[src/rtl/nx_stream_serialiser_pkg.sv]
// Shared link constants and types for the inter-node serialiser and its matching deserialiser.
// Optional feature macro used by the serialiser: NX_STREAM_SER_PARITY_EN.
package nx_stream_serialiser_pkg;

  localparam int LINK_WIDTH_DFLT = 8;

  typedef struct packed {
    logic [7:0]  dst_node;
    logic [7:0]  src_node;
    logic [15:0] payload;
  } node_message_t;

  localparam int NODE_MSG_W = $bits(node_message_t);

  typedef logic [LINK_WIDTH_DFLT-1:0] link_beat_t;

  // Callers zero-extend narrower beats; padding zeros leave the XOR unchanged.
  function automatic logic even_parity(input logic [NODE_MSG_W-1:0] v);
    return ^v;
  endfunction

endpackage

[src/rtl/nx_stream_serialiser_if.sv]
// Inbound message stream plus outbound narrow link of the serialiser.
// The o_link_parity signal exists only when NX_STREAM_SER_PARITY_EN is defined.
interface nx_stream_serialiser_if #(
  parameter int LINK_WIDTH = nx_stream_serialiser_pkg::LINK_WIDTH_DFLT
);
  import nx_stream_serialiser_pkg::*;

  node_message_t         i_inbound_data;
  logic                  i_inbound_valid;
  logic                  o_inbound_ready;
  logic [LINK_WIDTH-1:0] o_link_data;
  logic                  o_link_valid;
  logic                  o_link_last;
  logic                  i_link_ready;
`ifdef NX_STREAM_SER_PARITY_EN
  logic                  o_link_parity;
`endif

  // master is the serialiser itself; slave is the environment around it
  modport master (
    input  i_inbound_data, i_inbound_valid, i_link_ready,
    output o_inbound_ready, o_link_data, o_link_valid, o_link_last
`ifdef NX_STREAM_SER_PARITY_EN
    , output o_link_parity
`endif
  );

  modport slave (
    output i_inbound_data, i_inbound_valid, i_link_ready,
    input  o_inbound_ready, o_link_data, o_link_valid, o_link_last
`ifdef NX_STREAM_SER_PARITY_EN
    , input o_link_parity
`endif
  );

endinterface

[src/rtl/nx_stream_serialiser.sv]
// Splits node_message_t words into LINK_WIDTH-bit beats, LSB chunk first, with a last flag.
// Define NX_STREAM_SER_PARITY_EN to add an even-parity bit per beat.
module nx_stream_serialiser
  import nx_stream_serialiser_pkg::*;
#(
  parameter int LINK_WIDTH = LINK_WIDTH_DFLT
) (
  input logic                    i_clk,
  input logic                    i_rst_n,
  nx_stream_serialiser_if.master bus
);

  localparam int MSG_W = $bits(node_message_t);
  localparam int BEATS = (MSG_W + LINK_WIDTH - 1) / LINK_WIDTH;
  localparam int CNT_W = (BEATS > 1) ? $clog2(BEATS) : 1;
  localparam int PAD_W = BEATS * LINK_WIDTH;
  localparam logic [CNT_W-1:0] LAST_BEAT = CNT_W'(BEATS - 1);

  typedef enum logic {IDLE, SEND} state_t;

  state_t                state, state_nxt;
  logic [CNT_W-1:0]      beat, beat_nxt;
  logic [PAD_W-1:0]      cap;
  logic                  load;
  logic                  last_beat;
  logic                  inbound_ready;
  logic                  in_hs;
  logic [LINK_WIDTH-1:0] link_data;

  always_ff @(posedge i_clk or negedge i_rst_n) begin
    if (!i_rst_n) begin
      state <= IDLE;
      beat  <= '0;
      cap   <= '0;
    end else begin
      state <= state_nxt;
      beat  <= beat_nxt;
      // Zero-extension keeps the bits above MSG_W in the final beat at 0
      if (load) cap <= PAD_W'(bus.i_inbound_data);
    end
  end

  always_comb begin
    state_nxt     = state;
    beat_nxt      = beat;
    load          = 1'b0;
    last_beat     = (state == SEND) && (beat == LAST_BEAT);
    inbound_ready = (state == IDLE) || (last_beat && bus.i_link_ready);
    in_hs         = bus.i_inbound_valid && inbound_ready;
    case (state)
      IDLE: begin
        if (in_hs) begin
          state_nxt = SEND;
          beat_nxt  = '0;
          load      = 1'b1;
        end
      end
      SEND: begin
        if (bus.i_link_ready) begin
          if (!last_beat) begin
            beat_nxt = beat + CNT_W'(1);
          end else if (in_hs) begin
            // Reload on the final beat so consecutive messages have no bubble
            beat_nxt = '0;
            load     = 1'b1;
          end else begin
            state_nxt = IDLE;
            beat_nxt  = '0;
          end
        end
      end
      default: begin
        state_nxt = IDLE;
        beat_nxt  = '0;
      end
    endcase
  end

  assign link_data = (state == SEND) ? cap[int'(beat) * LINK_WIDTH +: LINK_WIDTH] : '0;

  assign bus.o_inbound_ready = inbound_ready;
  assign bus.o_link_valid    = (state == SEND);
  assign bus.o_link_last     = last_beat;
  assign bus.o_link_data     = link_data;

`ifdef NX_STREAM_SER_PARITY_EN
  assign bus.o_link_parity = even_parity(NODE_MSG_W'(link_data));
`endif

endmodule

[src/flat_wrapper.sv]
// flat-port wrapper written by rule: the top's interface ports become plain ports
module nx_stream_serialiser_flat import nx_stream_serialiser_pkg::*;
#(
  parameter int LINK_WIDTH = LINK_WIDTH_DFLT
)
  (i_clk, i_rst_n, bus_i_inbound_data, bus_i_inbound_valid, bus_i_link_ready, bus_o_inbound_ready, bus_o_link_data, bus_o_link_valid, bus_o_link_last);
  nx_stream_serialiser_if #(.LINK_WIDTH(LINK_WIDTH)) bus_i ();
  input logic i_clk;
  input logic i_rst_n;
  input wire logic [$bits(bus_i.i_inbound_data)-1:0] bus_i_inbound_data;
  input wire logic [$bits(bus_i.i_inbound_valid)-1:0] bus_i_inbound_valid;
  input wire logic [$bits(bus_i.i_link_ready)-1:0] bus_i_link_ready;
  output wire logic [$bits(bus_i.o_inbound_ready)-1:0] bus_o_inbound_ready;
  output wire logic [$bits(bus_i.o_link_data)-1:0] bus_o_link_data;
  output wire logic [$bits(bus_i.o_link_valid)-1:0] bus_o_link_valid;
  output wire logic [$bits(bus_i.o_link_last)-1:0] bus_o_link_last;
  assign bus_i.i_inbound_data = bus_i_inbound_data;
  assign bus_i.i_inbound_valid = bus_i_inbound_valid;
  assign bus_i.i_link_ready = bus_i_link_ready;
  assign bus_o_inbound_ready = bus_i.o_inbound_ready;
  assign bus_o_link_data = bus_i.o_link_data;
  assign bus_o_link_valid = bus_i.o_link_valid;
  assign bus_o_link_last = bus_i.o_link_last;
  nx_stream_serialiser #(.LINK_WIDTH(LINK_WIDTH)) u_core (.i_clk(i_clk), .i_rst_n(i_rst_n), .bus(bus_i));
endmodule
[config.mk]
export PLATFORM = sky130hd
export DESIGN_NAME = nx_stream_serialiser_flat
export DESIGN_NICKNAME = d
export VERILOG_FILES = /design/src/rtl/nx_stream_serialiser_pkg.sv /design/src/rtl/nx_stream_serialiser_if.sv /design/src/rtl/nx_stream_serialiser.sv /design/src/flat_wrapper.sv
export SDC_FILE = /design/constraint.sdc
export NUM_CORES = 1
export LEC_CHECK = 0
export ABC_CLOCK_PERIOD_IN_PS = 1900
export BUFFER_PORTS_ARGS = -buffer_cell sky130_fd_sc_hd__buf_2
export CAP_MARGIN = 30
export CORE_UTILIZATION = 45
export CTS_CLUSTER_SIZE = 30
export DETAILED_ROUTE_END_ITERATION = 10
export PLACE_DENSITY = 0.68
export REMOVE_ABC_BUFFERS = 1
export SETUP_SLACK_MARGIN = 0.4
export SLEW_MARGIN = 20
export SYNTH_ARGS = -nofsm -noshare
export SYNTH_HDL_FRONTEND = slang
export SYNTH_SLANG_ARGS = --single-unit
[constraint.sdc]
create_clock -name i_clk -period 1.9 [get_ports i_clk]
set_input_delay 0.095 -clock i_clk [delete_from_list [all_inputs] [get_ports i_clk]]
set_output_delay 0.095 -clock i_clk [all_outputs]
set_load 0.005 [all_outputs]
======== Word-level counts from Yosys, hierarchy flattened ========
Cells that the tools add are included.
operators by class
  add/sub/neg operators ................... 1
  multipliers ............................. 0
  div/mod/pow operators ................... 0
  $lt $le $gt $ge ......................... 0
  equal/unequal tests ..................... 3
  shifts and indexed selects .............. 1
  muxes and demuxes ....................... 12
  bitwise logic cells ..................... 1
  reductions and logical operators ........ 5
operator list
  kind                   count
  $shiftx A32 B6 Y8      1
  $mux W8                1
  $mux W2                3
  $mux W1                5
  $pmux W1 S2            2
  $pmux W2 S2            1
  $logic_and A1 B1 Y1    3
  $add A2 B1 Y2 const B  1
  $eq A2 B2 Y1 const B   1
  $ne A2 B1 Y1 const B   1
  $ne A2 B2 Y1 const B   1
  $reduce_and A2 Y1      1
  $logic_or A1 B1 Y1     1
  $not A1 Y1             1
word-level totals
  bits in registers ....................... 35
  bits in latches ......................... 0
  bits in writable memories ............... 0
  ROM bits ................................ 0
  bits of input ports ..................... 36
  word-level logic and storage cells ...... 26
  memories kept ........................... 0

======== Depth between registers and ports, before layout ========
  depth after elaboration ................. 9
  mapped depth ............................ 5
  gate-level depth less buffers ........... 3

======== Least setup slack after synthesis ========
Ideal clock, no wire load.
  path type ............................... reg-to-reg
  start point ............................. reg u_core.beat[0]
  end point ............................... reg u_core.cap[0]
  setup time .............................. 0.096 ns
  data arrival time ....................... 1.284 ns
  data required time ...................... 1.804 ns
  slack ................................... 0.521 ns
  cell stages (with the launch flop) ...... 6
  path through ............................ dfrtp_1 > ha_1 > and3_1 > buf_6 > buf_6 > o32ai_2
on the way
  longest elaborated chain between the ends .. 9
ends and longest elaborated chain
  element                  line                                                    text
  start, declared          nx_stream_serialiser.sv:22                              logic [CNT_W-1:0] beat, beat_nxt;
  start signal, assigned   nx_stream_serialiser.sv:37                              beat <= beat_nxt;
  $eq A2 B2 Y1 (*)         nx_stream_serialiser.sv:47                              last_beat = (state == SEND) && (beat == LAST_BEAT);
  $logic_and A1 B1 Y1 (*)  nx_stream_serialiser.sv:47
  $logic_and A1 B1 Y1      nx_stream_serialiser.sv:48                              inbound_ready = (state == IDLE) || (last_beat && bus.i_link_ready);
  $logic_or A1 B1 Y1       nx_stream_serialiser.sv:48
  $logic_and A1 B1 Y1      nx_stream_serialiser.sv:49                              in_hs = bus.i_inbound_valid && inbound_ready;
  $mux W1                  nx_stream_serialiser.sv:52, nx_stream_serialiser.sv:62
  $mux W1                  nx_stream_serialiser.sv:60                              if (!last_beat) begin
  $mux W1                  nx_stream_serialiser.sv:59                              if (bus.i_link_ready) begin
  $pmux W1 S2 (*)          nx_stream_serialiser.sv:50                              case (state)
  end signal, assigned     nx_stream_serialiser.sv:39                              if (load) cap <= PAD_W'(bus.i_inbound_data);
  end, declared            nx_stream_serialiser.sv:23                              logic [PAD_W-1:0] cap;
Every way passes the cells marked *; elsewhere a longest branch is shown, timed or not.
A chain may end at the register's enable or synchronous reset.

======== Worst setup path after layout ========
  start point ............................. reg u_core.beat[1]
  end point ............................... out bus_o_inbound_ready
on the way
  longest elaborated chain between the ends .. 4
ends and longest elaborated chain
  element              line                        text
  $eq A2 B2 Y1         nx_stream_serialiser.sv:47
  $logic_and A1 B1 Y1  nx_stream_serialiser.sv:47
  $logic_and A1 B1 Y1  nx_stream_serialiser.sv:48
  $logic_or A1 B1 Y1   nx_stream_serialiser.sv:48
  end, declared        flat_wrapper.sv:13          output wire logic [$bits(bus_i.o_inbound_ready)-1:0] bus_o_inbound_ready;
Every way passes these cells.

==> metrics.md <==
| Metric | Value |
|---|---|
| Status | complete, no violations |
| Period utilization | 77.26% |
| GRT overflow | 0 |
| Hold path depth | 3 |
| Worst Max-Slew Pin Slew | 0.8074 ns |
| Max Slew Vio Count | 0 |
| Compound-gate portion of the synthesized area | 28.88% |
| Power share of the combinational group | 52.8% |
| Root Buffer | clkbuf_8 |
| Flops & latches, synth | 35 |
| Routed len/inst | about 16 um |
| P_int | 2.508 mW |
| Setup TNS | 0 ns |
| Most common cell after layout, fill and taps aside | buf_2 |
| Total number of vias | 1,522 |
| # setup viols final | 0 |
| DRC | 0 |
| Die Y | 69.63 um |
| IO Pins | between 40 and 50 |
| RSZ-0062 raised after global routing | yes |
| Hold crit path type | input port to register |
| Starting density of the core | 46.95% |
| Core Footprint | 4384 um^2 |
| Hold Vio Cnt, Final | 0 |
| Yosys warnings | 0 |
| Switching pwr | ~1.3 mW |
| Final min period | around 1.5 ns |
| Setup slack at placement | 0.07358 ns |
| Row Count | 24 |
| Vias in the first global route | around 1,500 |
| Pwr per Cell Area | roughly 1500 nW/um^2 |
| Sequential-to-total area share from yosys stat | 42.55% |
| Lkg Pwr | 1.212 nW |
| Vias/cell | 5.359 |
| Switch share | 34.72% |
| First-pass GRT wire length | 7348 um |
| Seq pwr share | 34.5% |
| Hold slack | 0.05788 ns |
| Most frequent cells in the layout | buf_2, dfrtp_1, inv_1, nand2_1, o32ai_2 |
| DP HPWL | 2602 um |
| Die X | 69.63 um |
| Setup WS post-layout | around 0.43 ns |
| Clock Sinks | 35 |
| I/O Buffers | 46 |
| Final WL | 4482 um |
| Worst Skew | roughly 0.0045 ns |
| All-Layer GR Usage | 19.40% |
| Final Cell Area | 2494 um^2 |
| Utilization after layout | a little under three fifths |
| Syn Std Cell Area | 2058 um^2 |
| Clk pwr share | 12.7% |
| Mux cell area share after synthesis | 8.267% |
| R2r worst-path depth | 3 |
| Layout cells sized above 1 | 43.72% |
| Clk pin slew, worst setup/hold paths | 0.07 ns |
| Initial antenna violation count | 1 |
| Die footprint | 4848 um^2 |
| H-tree Lvls | 2 |
| Placed Area | 2285 um^2 |
| RD Place Congestion | between 0.7 and 0.8 |
| Area of the multi-input gates | 980.9 um^2 |
| Synth Area in Adders | 0.6079% |
| Fin nets | approximately 270 |
| CTS tree | done |
| Simple-gate share of the synthesized area | a little under 8% |
| XOR/XNOR share of the synthesized area | 0% |
| Total iterations of the first detailed-routing run | 4 |
| Worst-path maximum fanout | 5 |
| Area Overhead vs Synth | 21.15% |
| Slew headroom | 46.18% |
| Peak supply drop | 0.6990 mV |
| Crit path max-delay cell type | dfrtp_2 |
| Reg area | between 800 and 900 um^2 |
| Max incr delay on CP | 0.45 ns |
| Largest family of logic cells by synthesized area | compound AO/OA/AOI/OAI gates |
| Post-Syn Area per Cell | 11.07 um^2 |
| Antenna Nets Post-Route | 0 |
| Distinct cells, synth | 22 |
| Cells after Synth | 186 |
| Clock insertion delay at the later pin of the skew report | 0.28 ns |
| Clock Tree Buf Depth | 2 |
| CP endpoint kind | primary output |
| Initial drt markers | 65 |
| Fmax | 0.6813 GHz |
| Worst path required time | around 1.8 ns |
| Ordered cell list for the critical path | ha_4 > a21boi_4 > buf_12 > inv_2 > buf_2 |
| MaxCap Viol Count | 0 |
| Pin count of the biggest net entering global routing | 36 |
| Fillers | 379 |
| CP startpoint kind | register |
| CTS buffer count | 5 |
| Worst path arrival time | 1.37 ns |
| Kind of critical path | register to primary output |
-- worst max-delay path, delay by kind of cell (launching register included) --
kind,cells,cell delay [ns]
buffers and inverters,3,0.26
flip-flops,1,0.45
AO/OA/AOI/OAI,1,0.18
adder cells (fa/ha/maj),1,0.20
-- power groups by stage --
| stage | clock, mW | sequential [mW] | combinational (mW) |
|---|---|---|---|
| global placement | 0 | 1.30 | 1.79 |
| detailed placement | 0 | 1.31 | 1.81 |
| global route | 0.545 | 1.36 | 2.20 |
| finish | 0.490 | 1.33 | 2.03 |
| floorplan | 0 | 1.32 | 1.30 |
| CTS | 0.509 | 1.30 | 1.97 |
-- synthesized netlist by cell type --
cell type  number  area share, %
inv_2           1           0.18
a32o_1          2           0.97
mux2i_1        17            8.3
buf_2           7            1.7
dfrtp_1        35             43
and3_1          1           0.30
o22ai_1         8            2.4
inv_1          32            5.8
or2_1           1           0.30
nand2_1        33            6.0
nand2b_1        1           0.30
nor2_1          1           0.18
buf_4           2           0.73
o32ai_1         2           0.85
buf_6           5            2.7
buf_1           1           0.18
a21boi_4        1           0.91
ha_1            1           0.61
clkbuf_1        3           0.55
o32ai_2        30             24
and2_1          1           0.30
and2b_1         1           0.36
-- through the flow --
step | cells | total power [mW]
after floorplan | 168 | 2.628
after global placement | 271 | 3.089
after detailed placement | 271 | 3.128
after CTS | 283 | 3.783
after global routing | 283 | 4.112
final | 284 | 3.842
-- routing by layer --
metal / wire length, um / vias up / GRT usage (%)
met5: 0 / - / 0
met4: 46 / 0 / 4.000
met3: 295 / 5 / 6.831
met2: 2090 / 49 / 30.53
met1: 2050 / 725 / 25.98
li1: - / 743 / -
-- cells by family after synthesis --
family	Yosys count
buffers and inverters	51
AOI/OAI and AO/OA	43
and+or+nand+nor	39
DFF	35
muxes	17
adders and majority gates	1
-- what timing repair did --
action / 4_1_cts / 5_1_grt
cloned: 2 / 0
hold buffers: 1 / 0
hold endpoints to repair: 35 / 0
gates resized for setup: 9 / 7
buffers inserted: 3 / 0
pin swaps: 1 / 2
setup endpoints to repair: 41 / 26
-- layout make-up --
| type | count | share of cell area, % |
|---|---|---|
| multi-input cells | 101 | 39.34 |
| flip-flops and latches | 35 | 35.22 |
| repair buffers | 56 | 14.85 |
| inverters | 33 | 4.967 |
| clock buffers | 6 | 2.910 |
| well taps | 52 | 2.609 |
| diodes | 1 | 0.1004 |
-- final timing paths --
kind                                    startpoint             endpoint  slack [ns]
min in group asynchronous                  i_rst_n       u_core.cap[31]        0.43
max                                 u_core.beat[1]  bus_o_inbound_ready        0.43
min                          bus_i_inbound_data[0]        u_core.cap[0]        0.06
max in group asynchronous                  i_rst_n       u_core.beat[1]        0.91
max reg2reg                u_core.bus.o_link_valid        u_core.cap[5]        0.45
min reg2reg                          u_core.cap[1]        u_core.cap[1]        0.55
-- sequential cells by signal, indices dropped and copies added (netlist names) --
| register | count |
|---|---|
| u_core.beat | 2 |
| u_core.bus.o_link_valid | 1 |
| u_core.cap | 32 |
(Power assumes the default switching activity.)
